### config.mk
export PLATFORM = sky130hd
export DESIGN_NAME = div_unit_flat
export DESIGN_NICKNAME = d
export VERILOG_FILES = /design/src/rtl/div_unit_if.sv /design/src/rtl/div_unit.sv /design/src/flat_wrapper.sv
export SDC_FILE = /design/constraint.sdc
export NUM_CORES = 1
export LEC_CHECK = 0
export CORE_ASPECT_RATIO = 1.4
export CORE_UTILIZATION = 55
export CTS_CLUSTER_DIAMETER = 40
export CTS_CLUSTER_SIZE = 25
export DETAILED_ROUTE_END_ITERATION = 7
export PLACE_DENSITY = 0.81
export SYNTH_ARGS = -nofsm -noshare
export SYNTH_HDL_FRONTEND = slang
export SYNTH_SLANG_ARGS = --single-unit
### constraint.sdc
create_clock -name clk -period 10.8 [get_ports clk]
set_clock_uncertainty 0.1 [all_clocks]
set_input_delay 3.24 -clock clk [delete_from_list [all_inputs] [get_ports clk]]
set_output_delay 3.24 -clock clk [all_outputs]
set_load 0.03 [all_outputs]
### src/rtl/div_unit_if.sv
// Divider request/result bundle between the control unit (master) and div_unit (slave).
interface div_unit_if #(
  parameter int WIDTH = 32
);
  logic             start;
  logic [WIDTH-1:0] dividend;
  logic [WIDTH-1:0] divisor;
  logic [WIDTH-1:0] hi;
  logic [WIDTH-1:0] lo;
  logic             busy;
  logic             done;
  logic             div_zero;

  modport master (
    output start, dividend, divisor,
    input  hi, lo, busy, done, div_zero
  );

  modport slave (
    input  start, dividend, divisor,
    output hi, lo, busy, done, div_zero
  );
endinterface

### src/rtl/div_unit.sv
// Sequential signed divider (MIPS div): restoring on magnitudes, one quotient bit per cycle, sign fix at end.
// Result and done arrive WIDTH+1 edges after start is accepted; start is ignored while busy.
module div_unit #(
  parameter int WIDTH = 32
) (
  input logic       clk,
  input logic       reset,
  div_unit_if.slave bus
);
  localparam int CW = $clog2(WIDTH) + 1;

  typedef enum logic [1:0] {IDLE, RUN, FIX} state_t;

  state_t           state_q, state_d;
  logic [WIDTH-1:0] rem_q, rem_d;
  logic [WIDTH-1:0] quo_q, quo_d;
  logic [WIDTH-1:0] mag_q, mag_d;
  logic [CW-1:0]    cnt_q, cnt_d;
  logic             neg_quo_q, neg_quo_d;
  logic             neg_rem_q, neg_rem_d;
  logic [WIDTH-1:0] hi_q, hi_d;
  logic [WIDTH-1:0] lo_q, lo_d;
  logic             busy_q, busy_d;
  logic             done_q, done_d;
  logic             div_zero_q, div_zero_d;

  logic [WIDTH:0]   rem_sh;
  logic [WIDTH:0]   trial;
  logic [WIDTH-1:0] dvd_abs;
  logic [WIDTH-1:0] dvs_abs;

  // Remainder stays below mag, so WIDTH+1 bits hold the shifted value and the trial sign.
  assign rem_sh  = {rem_q, quo_q[WIDTH-1]};
  assign trial   = rem_sh - {1'b0, mag_q};
  assign dvd_abs = bus.dividend[WIDTH-1] ? -bus.dividend : bus.dividend;
  assign dvs_abs = bus.divisor[WIDTH-1]  ? -bus.divisor  : bus.divisor;

  always_comb begin
    state_d    = state_q;
    rem_d      = rem_q;
    quo_d      = quo_q;
    mag_d      = mag_q;
    cnt_d      = cnt_q;
    neg_quo_d  = neg_quo_q;
    neg_rem_d  = neg_rem_q;
    hi_d       = hi_q;
    lo_d       = lo_q;
    busy_d     = busy_q;
    done_d     = 1'b0;
    div_zero_d = 1'b0;
    case (state_q)
      IDLE: begin
        if (bus.start) begin
          if (bus.divisor == '0) begin
            div_zero_d = 1'b1;
          end else begin
            quo_d     = dvd_abs;
            mag_d     = dvs_abs;
            rem_d     = '0;
            neg_quo_d = bus.dividend[WIDTH-1] ^ bus.divisor[WIDTH-1];
            neg_rem_d = bus.dividend[WIDTH-1];
            cnt_d     = CW'(WIDTH);
            busy_d    = 1'b1;
            state_d   = RUN;
          end
        end
      end
      RUN: begin
        if (!trial[WIDTH]) begin
          rem_d = trial[WIDTH-1:0];
          quo_d = {quo_q[WIDTH-2:0], 1'b1};
        end else begin
          rem_d = rem_sh[WIDTH-1:0];
          quo_d = {quo_q[WIDTH-2:0], 1'b0};
        end
        cnt_d = cnt_q - CW'(1);
        if (cnt_q == CW'(1)) begin
          state_d = FIX;
        end
      end
      FIX: begin
        lo_d    = neg_quo_q ? -quo_q : quo_q;
        hi_d    = neg_rem_q ? -rem_q : rem_q;
        done_d  = 1'b1;
        busy_d  = 1'b0;
        state_d = IDLE;
      end
      default: state_d = IDLE;
    endcase
  end

  always_ff @(posedge clk) begin
    if (reset) begin
      state_q    <= IDLE;
      rem_q      <= '0;
      quo_q      <= '0;
      mag_q      <= '0;
      cnt_q      <= '0;
      neg_quo_q  <= 1'b0;
      neg_rem_q  <= 1'b0;
      hi_q       <= '0;
      lo_q       <= '0;
      busy_q     <= 1'b0;
      done_q     <= 1'b0;
      div_zero_q <= 1'b0;
    end else begin
      state_q    <= state_d;
      rem_q      <= rem_d;
      quo_q      <= quo_d;
      mag_q      <= mag_d;
      cnt_q      <= cnt_d;
      neg_quo_q  <= neg_quo_d;
      neg_rem_q  <= neg_rem_d;
      hi_q       <= hi_d;
      lo_q       <= lo_d;
      busy_q     <= busy_d;
      done_q     <= done_d;
      div_zero_q <= div_zero_d;
    end
  end

  assign bus.hi       = hi_q;
  assign bus.lo       = lo_q;
  assign bus.busy     = busy_q;
  assign bus.done     = done_q;
  assign bus.div_zero = div_zero_q;
endmodule
### src/flat_wrapper.sv
// flat-port wrapper written by rule: the top's interface ports become plain ports
module div_unit_flat 
#(
  parameter int WIDTH = 32
)
  (clk, reset, bus_start, bus_dividend, bus_divisor, bus_hi, bus_lo, bus_busy, bus_done, bus_div_zero);
  div_unit_if #(.WIDTH(WIDTH)) bus_i ();
  input logic clk;
  input logic reset;
  input wire logic [$bits(bus_i.start)-1:0] bus_start;
  input wire logic [$bits(bus_i.dividend)-1:0] bus_dividend;
  input wire logic [$bits(bus_i.divisor)-1:0] bus_divisor;
  output wire logic [$bits(bus_i.hi)-1:0] bus_hi;
  output wire logic [$bits(bus_i.lo)-1:0] bus_lo;
  output wire logic [$bits(bus_i.busy)-1:0] bus_busy;
  output wire logic [$bits(bus_i.done)-1:0] bus_done;
  output wire logic [$bits(bus_i.div_zero)-1:0] bus_div_zero;
  assign bus_i.start = bus_start;
  assign bus_i.dividend = bus_dividend;
  assign bus_i.divisor = bus_divisor;
  assign bus_hi = bus_i.hi;
  assign bus_lo = bus_i.lo;
  assign bus_busy = bus_i.busy;
  assign bus_done = bus_i.done;
  assign bus_div_zero = bus_i.div_zero;
  div_unit #(.WIDTH(WIDTH)) u_core (.clk(clk), .reset(reset), .bus(bus_i));
endmodule
==> results.txt <==
----------------------------------------------------
[Outcome]
  Outcome ... complete, no violations

[Critical path]
  WP data arrival ... about 7700 ps
  Depth of the critical timing path with buffers and inverters included ... 10
  Element type at the critical path start ... input port
  Depth of the worst register-to-register path ... 12
  Most frequent cell on the critical path ... sky130_fd_sc_hd__or4_1
  Crit Path Class ... in -> reg
  R2r endpoint ... u_core.rem_q[16]
  Count of buffering cells on the critical path with inverters included ... 2
  Critical Path Slowest Stage Cell ... sky130_fd_sc_hd__a21o_1
  Biggest cell delay along the critical path ... ~810 ps
  Endpoint class of the critical path ... register
  Largest delay contributor family on the critical path ... simple AND/OR/NAND/NOR gates
  WP data required ... 11040 ps
  Critical R2R Launch ... u_core.quo_q[31]
  Cell Chain, Critical Path ... clkdlybuf4s50_1 -> or4_4 -> or4_1 -> or4_1 -> o41ai_1 -> a21o_1 -> nor2b_2 -> buf_4 -> a22oi_1 -> o21ai_0
  FF-to-FF setup slack ... 7010 ps
  Peak fanout along the critical path ... 32

[Logic synthesis]
  Ranking of synthesized cells by instance count ... sky130_fd_sc_hd__dfxtp_1 (173), sky130_fd_sc_hd__nor2_1 (155), sky130_fd_sc_hd__a211oi_1 (91)
  Cell with the most instances after synthesis ... sky130_fd_sc_hd__dfxtp_1
  Ys Warns ... 0
  Part of the Yosys area used for sequential elements ... between 30% and 40%
  Synthesized netlist net count ... between 1000 and 1500
  Number of synthesized register bits ... 173
  EDFF count, synth ... 0
  Top-area cell type share of the netlist area ... 33.51%
  Yosys top cell by area ... sky130_fd_sc_hd__dfxtp_1
  Netlist area before placement ... 10330 um^2
  Post-synthesis async set-or-reset flop share ... 0%
  Gate count after technology mapping ... 1263
  Dominant cells by area after synthesis ... sky130_fd_sc_hd__dfxtp_1 (34%), sky130_fd_sc_hd__a211oi_1 (6.6%), sky130_fd_sc_hd__xor2_1 (6.6%)
  Ys flop type ... sky130_fd_sc_hd__dfxtp_1
  Avg Synthesized Cell Area ... 8.182 um^2
  Distinct cells, synth ... 60

[Floorplan]
  Die width ... 117.8 um
  Area enclosed by the die boundary ... ~19000 um^2
  DIE HEIGHT ... 164.2 um
  Effective utilization at floorplan ... between 50% and 60%
  Area of the core ... between 15000 and 20000 um^2
  I/O pin cnt ... 134
  Cell row count ... between 50 and 60

[Routing]
  Vias per inst ... 5.971
  First drt pass iteration count ... 6
  Total via count in the routed design ... 9560
  Final antenna-violating net count ... 0
  Average wire per cell in the routed design ... 16.18 um
  First-iteration detailed-routing DRC count ... 633
  # DRC ... 0
  Total wirelength of the detailed-routed design ... between 20000 and 30000 um

[Worst hold path]
  Endpoint with the worst hold slack ... u_core.bus.hi[0]
  Hold path depth ... 2
  Min-delay worst type ... reg -> reg
  Hold path startpoint ... u_core.bus.hi[0]

[STA]
  Post-route worst hold slack ... around 360 ps
  Fin Setup TNS ... 0 ps
  Hold Fails Final Rpt ... 0
  Post-layout worst setup margin ... 3363 ps
  Transition time at the pin with the least slew margin ... 1067 ps
  Final critical-path required period ... around 7400 ps
  Period utilisation layout ... 68.87%
  Relative max-transition margin ... 28.75%
  Number of failing setup endpoints in the final timing report ... 0
  Unrepaired setup endpoints after global routing ... no
  Max-slew violation count ... 0
  Fmax achieved ... ~130 MHz

[Job]
  Max_cap viols ... 0

[Pwr]
  Max IR drop VDD ... 0.09303 mV
  Overall power after layout ... 2.455 mW
  Power Dens Cells ... 198.7 nW/um^2
  Static Leakage ... between 4 and 5 nW

[Clock tree]
  Clock transition at the registers of the reported paths ... 70 ps
  Total number of H-tree levels ... 4
  Source-to-sink clock delay at the later pin of the worst-skew pair ... 430 ps
  Clock root buffer master ... sky130_fd_sc_hd__clkbuf_16
  Num Clock Sinks ... ~170
  Number of hold buffers added after cts ... 0
  Largest buffer count on any clock path ... 2
  Setup Fix Bufs, Post-CTS ... 0
  Resized cells post-CTS ... 0
  Clock buffer count from CTS ... 17
  Clock tree from TritonCTS ... done

[Place]
  Placement-stage worst setup slack ... 3005 ps
  Weighted congestion at the end of routability-driven global placement ... 0.9651
  Placed standard-cell area ... roughly 12000 um^2
  Port bufs ... between 100 and 150
  Post-detailed-placement half-perimeter wirelength ... 18890 um

[Global route]
  GRT Overall Usage ... roughly 27%
  Number of antenna violations at the first check in global routing ... 2
  Number of global-route vias before repair ... roughly 9000
  Pin count of the biggest net entering global routing ... 83
  GRT Residual Overflow ... 0
  Wire length of the first global-routing pass ... 42480 um

[Cells and area]
  Final standard cell area without fillers ... 12350 um^2
  Net count, final ... 1453
  Ratio of cells with drive above 1 in the final layout ... 4.485%
  P&R area growth vs syn ... 19.55%

----------------------------------------------------
-- worst min-delay path, cell delays in order (launching register included) --
cell and delay (ps):
sky130_fd_sc_hd__dfxtp_1 310, sky130_fd_sc_hd__nand2_1 50, sky130_fd_sc_hd__a21oi_1 50
-- per-layer routing --
| layer | GRT usage (%) | up-vias | part of all wire, % |
|---|---|---|---|
| li1 | - | 4796 | - |
| met1 | 30.49 | 4452 | 41 |
| met2 | 50.16 | 268 | 52 |
| met3 | 4.514 | 42 | 5.0 |
| met4 | 10.26 | 2 | 2.1 |
| met5 | 0 | - | 0.050 |
-- flip-flops by register name, indices dropped and copies added (netlist names), 2 cells and up --
register,flops
u_core.bus.lo,32
u_core.cnt_q,6
u_core.bus.hi,32
u_core.state_q,2
u_core.quo_q,32
u_core.rem_q,32
u_core.mag_q,32
-- report_power, final --
part           internal, mW  switching [mW]
logic                 0.435           0.603
registers             0.692          0.0794
clock network         0.375           0.270
-- placed cells by master, fill, tap and decap left out, types with 18 or more instances in the layout --
master                            instances
sky130_fd_sc_hd__dfxtp_1                173
sky130_fd_sc_hd__nor2_1                 155
sky130_fd_sc_hd__clkdlybuf4s50_1        132
sky130_fd_sc_hd__a211oi_1                90
sky130_fd_sc_hd__o21ai_0                 88
sky130_fd_sc_hd__nand2_1                 85
sky130_fd_sc_hd__xor2_1                  78
sky130_fd_sc_hd__xnor2_1                 73
sky130_fd_sc_hd__inv_1                   49
sky130_fd_sc_hd__ha_1                    38
sky130_fd_sc_hd__a22oi_1                 37
sky130_fd_sc_hd__o31ai_1                 36
sky130_fd_sc_hd__a21oi_1                 36
sky130_fd_sc_hd__nor3_1                  25
sky130_fd_sc_hd__a222oi_1                19
sky130_fd_sc_hd__o41ai_1                 18
-- through the flow --
| stage | util, % | std cells |
|---|---|---|
| after floorplan | - | 1263 |
| after global placement | 64.40 | 1568 |
| after detailed placement | 64.40 | 1568 |
| after global routing | 67.83 | 1601 |
| final | 67.83 | 1601 |
| after CTS | 67.81 | 1600 |
-- how the worst max path moves through the flow --
stage	from	endpoint	slack, ps
after floorplan	bus_divisor[20]	u_core.quo_q[17]	4670
after global placement	bus_divisor[20]	u_core.rem_q[31]	3120
after detailed placement	bus_divisor[20]	u_core.rem_q[31]	3010
after CTS	bus_divisor[20]	u_core.rem_q[11]	3400
after global routing	bus_divisor[20]	u_core.rem_q[11]	3150
final	bus_divisor[20]	u_core.rem_q[11]	3360
-- area by class of cell --
cell class	instances	area, um^2
Inverter	49	183.9
Clock inverter	14	182.7
Multi-Input combinational cell	964	6386
Antenna cell	1	2.502
Timing Repair Buffer	142	1396
Fill cell	1503	5861
Sequential cell	173	3463
Clock buffer	18	439.2
Tap cell	240	300.3
-- logic make-up (layout without fill, tap and decap cells) --
logic type / count (synthesis) / after routing / synth area share (%)
buf+inv: 126 / 223 / 4.904
fa+ha+maj: 39 / 39 / 4.795
flops: 173 / 173 / 33.51
mux: 5 / 5 / 0.4964
xor+xnor: 151 / 151 / 12.80
compound gates: 392 / 392 / 26.49
other cells: 0 / 1 / 0
simple gates: 377 / 377 / 17.00
No activity file was read; power rests on OpenSTA's default activity.
